### src/rtl/alu_arbiter.sv
// -----------------------------------------------------------------------------
// alu_arbiter
//   Shares one N-bit ALU between two requesters. Port 0 is the CPU execute
//   stage and port 1 is the physics coprocessor. Requests are arbitrated
//   round-robin and run one at a time: IDLE (grant) -> EXEC (evaluate) ->
//   RESP (hold the result until the owning port takes it).
//
// Ports
//   clk, resetn              clock, synchronous active-low reset
//   reqX_valid/reqX_ready    request handshake, port X in {0,1}
//   reqX_A, reqX_B           operands
//   reqX_fn                  ALUfn {subtract, bool1, bool0, shft, math}
//   respX_valid/respX_ready  response handshake, port X
//   resp_R                   shared result bus (registered)
//   resp_flags               {N, C, V, Z} captured with resp_R (registered)
//   busy                     high whenever the FSM is not IDLE
//
// ALUfn decode
//   math=1          : R = A + B, or A - B when subtract=1 (wraps mod 2^N)
//   math=0, shft=1  : {bool1,bool0} 00 SLL, 01 SRL, 1x SRA, amount B[log2 N-1:0]
//   math=0, shft=0  : {bool1,bool0} 00 AND, 01 OR, 10 XOR, 11 NOR
//   C and V are the adder's carry-out and overflow for math ops and 0 for
//   logic/shift ops; N is R[N-1]; Z is set when the final R is zero.
// -----------------------------------------------------------------------------
module alu_arbiter #(
    parameter int N = 32
) (
    input  logic         clk,
    input  logic         resetn,

    input  logic         req0_valid,
    output logic         req0_ready,
    input  logic [N-1:0] req0_A,
    input  logic [N-1:0] req0_B,
    input  logic [4:0]   req0_fn,

    input  logic         req1_valid,
    output logic         req1_ready,
    input  logic [N-1:0] req1_A,
    input  logic [N-1:0] req1_B,
    input  logic [4:0]   req1_fn,

    output logic         resp0_valid,
    input  logic         resp0_ready,
    output logic         resp1_valid,
    input  logic         resp1_ready,

    output logic [N-1:0] resp_R,
    output logic [3:0]   resp_flags,
    output logic         busy
);

    localparam int SW = (N > 1) ? $clog2(N) : 1;

    typedef enum logic [1:0] {
        S_IDLE = 2'd0,
        S_EXEC = 2'd1,
        S_RESP = 2'd2
    } state_t;

    // ---------------------------------------------------------------- state
    state_t         r_state;
    state_t         w_next;

    logic           r_last_grant;
    logic           r_grant;
    logic [N-1:0]   r_a;
    logic [N-1:0]   r_b;
    logic [4:0]     r_fn;
    logic [N-1:0]   r_resp_R;
    logic [3:0]     r_flags;
    logic           r_resp0_valid;
    logic           r_resp1_valid;

    logic           w_any_req;
    logic           w_grant;
    logic           w_accept;
    logic           w_resp_take;

    // ---------------------------------------------------------------- ALU
    logic [N-1:0]   w_bx;
    logic [N-1:0]   w_sum;
    logic           w_cout;
    logic           w_ovf;
    logic [SW-1:0]  w_shamt;
    logic [N-1:0]   w_alu_r;
    logic           w_alu_n;
    logic           w_alu_c;
    logic           w_alu_v;
    logic           w_alu_z;

    // ------------------------------------------------------------ grant logic
    // Round-robin: on contention the port that did not win last time wins.
    // r_last_grant resets to 1 so port 0 wins the first tie.
    always_comb begin
        w_any_req = req0_valid | req1_valid;
        if (req0_valid && req1_valid)
            w_grant = ~r_last_grant;
        else
            w_grant = req1_valid;
        w_accept    = (r_state == S_IDLE) && w_any_req;
        // Only the owning port's resp_ready matters in RESP.
        w_resp_take = r_grant ? resp1_ready : resp0_ready;
    end

    // --------------------------------------------------------- state register
    always_ff @(posedge clk) begin
        if (!resetn)
            r_state <= S_IDLE;
        else
            r_state <= w_next;
    end

    // ---------------------------------------------------------- next state
    always_comb begin
        w_next = r_state;
        case (r_state)
            S_IDLE:  if (w_any_req)   w_next = S_EXEC;
            S_EXEC:                   w_next = S_RESP;
            S_RESP:  if (w_resp_take) w_next = S_IDLE;
            default:                  w_next = S_IDLE;
        endcase
    end

    // ---------------------------------------------------------- FSM outputs
    // Ready is gated by resetn so no request is accepted on a reset edge.
    always_comb begin
        req0_ready = 1'b0;
        req1_ready = 1'b0;
        busy       = (r_state != S_IDLE);
        if (r_state == S_IDLE && resetn && w_any_req) begin
            req0_ready = ~w_grant;
            req1_ready =  w_grant;
        end
    end

    // ------------------------------------------------------------ shared ALU
    // Evaluates from the operand registers only, so resp_R/resp_flags have
    // no combinational path from any input.
    always_comb begin
        w_bx            = r_fn[4] ? ~r_b : r_b;
        {w_cout, w_sum} = {1'b0, r_a} + {1'b0, w_bx} + {{N{1'b0}}, r_fn[4]};
        // Overflow: operands (after the subtract invert) agree in sign but
        // the sum does not.
        w_ovf           = (r_a[N-1] == w_bx[N-1]) && (w_sum[N-1] != r_a[N-1]);
        w_shamt         = r_b[SW-1:0];

        w_alu_r = '0;
        w_alu_c = 1'b0;
        w_alu_v = 1'b0;
        if (r_fn[0]) begin
            w_alu_r = w_sum;
            w_alu_c = w_cout;
            w_alu_v = w_ovf;
        end else if (r_fn[1]) begin
            case (r_fn[3:2])
                2'b00:   w_alu_r = r_a << w_shamt;
                2'b01:   w_alu_r = r_a >> w_shamt;
                default: w_alu_r = $unsigned($signed(r_a) >>> w_shamt);
            endcase
        end else begin
            case (r_fn[3:2])
                2'b00:   w_alu_r = r_a & r_b;
                2'b01:   w_alu_r = r_a | r_b;
                2'b10:   w_alu_r = r_a ^ r_b;
                default: w_alu_r = ~(r_a | r_b);
            endcase
        end
        w_alu_n = w_alu_r[N-1];
        w_alu_z = (w_alu_r == '0);
    end

    // --------------------------------------------------------------- datapath
    always_ff @(posedge clk) begin
        if (!resetn) begin
            r_last_grant  <= 1'b1;
            r_grant       <= 1'b0;
            r_a           <= '0;
            r_b           <= '0;
            r_fn          <= '0;
            r_resp_R      <= '0;
            r_flags       <= '0;
            r_resp0_valid <= 1'b0;
            r_resp1_valid <= 1'b0;
        end else begin
            case (r_state)
                S_IDLE: begin
                    if (w_accept) begin
                        r_a          <= w_grant ? req1_A  : req0_A;
                        r_b          <= w_grant ? req1_B  : req0_B;
                        r_fn         <= w_grant ? req1_fn : req0_fn;
                        r_grant      <= w_grant;
                        r_last_grant <= w_grant;
                    end
                end
                S_EXEC: begin
                    r_resp_R <= w_alu_r;
                    r_flags  <= {w_alu_n, w_alu_c, w_alu_v, w_alu_z};
                    if (r_grant)
                        r_resp1_valid <= 1'b1;
                    else
                        r_resp0_valid <= 1'b1;
                end
                S_RESP: begin
                    if (w_resp_take) begin
                        r_resp0_valid <= 1'b0;
                        r_resp1_valid <= 1'b0;
                    end
                end
                default: ;
            endcase
        end
    end

    assign resp0_valid = r_resp0_valid;
    assign resp1_valid = r_resp1_valid;
    assign resp_R      = r_resp_R;
    assign resp_flags  = r_flags;

endmodule

### config.mk
export PLATFORM = sky130hd
export DESIGN_NAME = alu_arbiter
export DESIGN_NICKNAME = d
export VERILOG_FILES = /design/src/rtl/alu_arbiter.sv
export SDC_FILE = /design/constraint.sdc
export NUM_CORES = 1
export LEC_CHECK = 0
export BUFFER_PORTS_ARGS = -buffer_cell sky130_fd_sc_hd__buf_2
export CELL_PAD_IN_SITES_DETAIL_PLACEMENT = 0
export CELL_PAD_IN_SITES_GLOBAL_PLACEMENT = 1
export CORE_MARGIN = 5
export CORE_UTILIZATION = 40
export DETAILED_ROUTE_END_ITERATION = 16
export PLACE_DENSITY_LB_ADDON = 0.1
export SYNTH_ARGS = -nofsm -noshare
export SYNTH_HDL_FRONTEND = slang
export SYNTH_SLANG_ARGS = --single-unit
### constraint.sdc
create_clock -name clk -period 5.3 [get_ports clk]
set_clock_uncertainty 0.05 [all_clocks]
set_input_delay 0.265 -clock clk [delete_from_list [all_inputs] [get_ports clk]]
set_output_delay 0.265 -clock clk [all_outputs]
set_load 0.01 [all_outputs]
======== Word-level counts from Yosys, hierarchy flattened ========
Index checks and enable logic that the tools add are counted.
word-level totals
  register bits after elaboration ......... 111
  input bits .............................. 144
  output and inout port bits .............. 41
  logic and storage cells ................. 69
operators by class
  add/subtract/negate cells ............... 2
  equality and inequality tests ........... 10
  shift operators ......................... 3
  multiplexer cells ....................... 22
  bitwise gates (word level) .............. 8
  reduce and logical (&&, ||, !) cells .... 14
operator list
  cell                count
  $mux 32             5
  $pmux 32 s3         1
  $not 32->32         2
  $pmux 32 s2         1
  $add 32x32->33      1
  $add 33x1->33       1
  $and 32x32->32      1
  $logic_not 32->1    1
  $or 32x32->32       1
  $shl 32x5->32       1
  $shr 32x5->32       1
  $sshr 32x5->32      1
  $xor 32x32->32      1
  $mux 1              9
  $ne 2x2->1 const B  4
  $pmux 2 s3          1
  $reduce_and 3->1    2
  $logic_and 1x1->1   5
  $mux 5              1
  $eq 2x1->1 const B  2
  $eq 2x2->1 const B  2
  $logic_not 2->1     2
  $mux 2              2
  $pmux 1 s2          2
  other kinds (6)     9

======== Logic depth before layout (Yosys ltp) ========
  depth in word-level cells ............... 7
  gate-level depth with buffers ........... 19
  mapped depth without buffers ............ 13

======== Worst setup path after synthesis ========
Ideal clock, no wire load.
  path kind ............................... flip-flop to flip-flop
  start ................................... reg r_b[2]
  end ..................................... reg r_flags[0] (netlist: resp_flags[0])
  setup time .............................. 0.087 ns
  arrival time ............................ 4.909 ns
  slack ................................... 0.254 ns
  stages on the path, launching flop included .. 19
  buffers on the path ..................... 6
  clock period less this slack ............ 5.046 ns
  cell sequence ........................... dfxtp_1 buf_2 buf_2 buf_2 buf_2 buf_1 buf_1 xor2_1 ha_1 a21o_1 a221oi_1 nor2_1 or4_1 and2_1 mux2i_1 o2111ai_1 or4_1 or3_1 o31ai_1
on the way
  cells in the longest elaborated chain, start to end .. 6
  elaborated cells between the ends (all ways) .. 16
  those cells by class .................... add/sub (2); shift (3); mux (5); bitwise (5); reduce/logical (1)
ends and longest elaborated chain
  what                                           line           source
  from (decl)                                    68             logic [N-1:0] r_b;
  from (signal assigned)                         190            r_b <= w_grant ? req1_B : req0_B;
  $not 32->32 or $or 32x32->32 (tied branches)   141, 164, 166
  $mux 32 or $not 32->32 (tied branches)         141, 166
  $add 32x32->33 or $pmux 32 s3 (tied branches)  142, 162
  $add 33x1->33 or $mux 32 (tied branches)       142, 155
  $mux 32 *                                      151            if (r_fn[0]) begin
  $logic_not 32->1 *                             170            w_alu_z = (w_alu_r == '0);
  to (signal assigned)                           198            r_flags <= {w_alu_n, w_alu_c, w_alu_v, w_alu_z};
  to (decl)                                      71             logic [3:0] r_flags;
Every way passes the cells marked *; elsewhere a longest branch is shown, timed or not.
A chain may end at the register's enable or synchronous reset.

======== Worst setup path after layout ========
  start ................................... reg r_b[1]
  end ..................................... reg r_flags[0] (netlist: resp_flags[0])
Same word-level chain as after synthesis.

==> flow_summary.ini <==
[run_status]
outcome = finished clean

[worst_setup_path]
startpoint_type = register
crit_path_frequent_cell = o21ai_0
end_kind = register
r2r-end = resp_flags[0]
critPathBufInv = 1
r2r-start = r_b[1]
required_ns = 5.56
crit_arrival_ns = 4.92
cp_cell_sequence = buf_4 > mux4_2 > mux2_2 > a221oi_1 > o21ai_0 > o21ai_0 > nand4_1 > or4_1 > or3_1 > o31ai_1
max_stage_delay_ns = 0.76
timing.reg2reg.setup_slack_ns = 0.64
slowest_stage = dfxtp_4
rr_worst_depth = 10
cp_max_fo = 39
cp_top_family = compound AO/OA/AOI/OAI gates
critical_path_class = register to register

[logic_synthesis]
synth_area_leaders = dfxtp_1, mux2i_1, mux4_2
synth_edf_count = 0
synth.most_common_cell = nor2_1
synth_area_mm2 = 0.0136
synth_top_area_cell = dfxtp_1
postSynthCellCount = 1695
syn-num-nets = 1938
syn_avg_cell_area_um2 = 8.05
synth_seq_area_share_pct = 16.1
yosysWarnings = 0
async_flop_share_pct = 0
ys_ff_latch = 110
yosysTopAreaCellShare_pct = 16.1
ys_dominant_reg_cell = dfxtp_1
synth_cell_type_count = 76
netlist_top_cells_count = nor2_1, mux2i_1, nand2_1, a211oi_1, dfxtp_1

[place]
dp.cells = 2244
place.gp.congestion = 1.08
dp_worst_setup_slack_ns = 0.708
place_area_mm2 = 0.0151
portBuffers = 184
dp.final_hpwl_um = 48100

[floorplan]
coreArea_mm2 = 0.0336
die_height_um = 195
num_rows = 67
initial_core_util_pct = 40.6
fp.dieW_um = 195
io_pins = 185
die_area_mm2 = 0.0379

[routing]
num_vias = 14300
firstDrtPassIters = 5
drc = 0
post_drt_wl_per_cell_um = 27.4
ant_nets = 0
drt_wl_total_um = 62000
drt_iter0_markers = 1639
viasPerCell = 6.32

[grt]
grt_overflow = 0
grt_start_max_net_pins = 140
grt_pass1_vias = 13300
grt_usage_pct = 31.4
grt_pass1_wl_um = 90400
antenna_found_initial = 0

[finish]
seqCellArea_mm2 = 0.00222
antenna_cells = 0
drive_above_1_share_pct = 21.2
multi_input_area_mm2 = 0.0104
final_area_mm2 = 0.0154
fillers = 3455
final_util_pct = 45.9
nNetsFinal = 2050
final_cells = 2260
area_growth_pct = 13.2

[job]
maxCapViolCount = 0

[power_and_ir_drop]
power.leakage_nw = 6.45
ir_worst_vdd_mv = 0.189
p_seq_share_pct = 24.1
clock_power_share_pct = 15.2
switchingPower_mw = 2.47
pwr-share-comb_pct = 60.7
sw_frac_of_total_pct = 50.8
powerDensity_mw_per_mm2 = 315
p_int_mw = 2.39

[sta]
rsz0062_at_grt = false
max-slew-margin-rel_pct = 17.5
period_share_pct = 87.9
hold_viol_final = 0
fin_tns_setup_ns = 0
worst-slew-pin-transition_ns = 1.21
fmaxAchievable_ghz = 0.215
finalSetupViolCount = 0
min_period_ns = 4.66
maxSlewViolCount = 0
layout_setup_ws_ns = 0.644

[clock_network]
cts_root_buffer = clkbuf_16
clk_path_buf_depth = 2
ctsHoldBuffers = 0
cts.clk_slew.worst_paths_ns = 0.09
cts_tree = yes
cts_made_buffers = 9
worstSkewPairLatency_ns = 0.39
clock_sink_count = 110
post_cts_buffers = 0
cts_resized = 0
cts.htree.levels = 3

[worst_hold_path]
holdCritStartpoint = req1_valid
min_to = r_last_grant
min_path_cells = 3
hold_class = input port to register
worst register-to-register path: cells and delay by family (launching register included):
family / cells / cell delay [ns]
flip-flops: 1 / 0.76
multiplexers: 2 / 0.89
AND/OR/NAND/NOR: 3 / 1.01
buffers and inverters: 1 / 0.53
AO/OA/AOI/OAI: 4 / 1.34
cell families after synthesis:
group | count (synthesis) | share of synthesized area, %
adder cells (fa/ha/maj) | 99 | 9.14
AO/OA/AOI/OAI | 447 | 22.4
flip-flops | 110 | 16.1
XOR/XNOR | 87 | 5.59
buffers and inverters | 247 | 7.55
multiplexers | 238 | 23.9
AND/OR/NAND/NOR | 467 | 15.3
layout by cell type, fill, tap and decap left out, types with 10 or more instances in the layout:
cell / instances
mux2_2: 12
nand2_1: 128
mux4_2: 68
ha_1: 98
xor2_1: 55
a221oi_1: 11
nand2b_1: 14
xnor2_1: 32
a31oi_1: 20
a211oi_1: 110
or3_1: 11
inv_1: 75
nand3_1: 22
a2111oi_0: 10
nor3_1: 27
mux2i_1: 157
and3_1: 12
buf_4: 79
o21ai_0: 58
o211ai_1: 13
nor2b_1: 13
nor2_1: 189
o221ai_1: 15
nand4_1: 11
a21oi_1: 100
buf_2: 184
nor4_1: 12
dfxtp_1: 104
area by class of cell:
cell class | count | share of cell area (%)
clock buffer | 9 | 1.46
clock inverter | 7 | 0.583
inverter | 80 | 1.95
multi-input combinational | 1338 | 67.6
sequential | 110 | 14.4
tap | 448 | 3.63
timing repair buffer | 268 | 10.5
registers in the layout, indices dropped and copies added (netlist names):
name and count:
r_a 32, resp_flags 3, resp0_valid 1, resp_R 32, r_state 2, r_last_grant 1
resp1_valid 1, r_grant 1, r_fn 5, r_b 32
worst max path at each step:
stage | start | to | slack [ns] | cells past startpoint
floorplan | r_b[2] | resp_flags[0] | 0.25 | 18
finish | r_b[1] | resp_flags[0] | 0.64 | 10
detailed placement | r_b[1] | resp_flags[0] | 0.71 | 10
global placement | r_b[1] | resp_flags[0] | 0.79 | 11
CTS | r_b[1] | resp_flags[0] | 0.69 | 10
global route | r_b[1] | resp_flags[0] | 0.46 | 13
power by group through the flow:
stage	combinational, mW	clock (mW)	sequential (mW)
floorplan	1.92	0	1.04
global placement	2.88	0	1.18
detailed placement	2.86	0	1.18
CTS	2.87	0.756	1.16
global route	3.15	0.782	1.18
finish	2.95	0.739	1.17
through the flow:
stage	total power, mW	hold WS, ns
CTS	4.79	0.116
floorplan	2.96	0.351
global route	5.11	0.130
detailed placement	4.04	0.395
finish	4.86	0.130
global placement	4.06	0.394
layer usage:
layer / GRT usage [%] / share of wire, % / vias to the layer above
li1: - / - / 6495
met1: 43.4 / 43 / 6869
met2: 47.3 / 43 / 805
met3: 7.36 / 9.8 / 121
met4: 12.8 / 4.6 / 0
met5: 0 / 0 / -
Note: power is estimated with default switching activity, not from simulation.
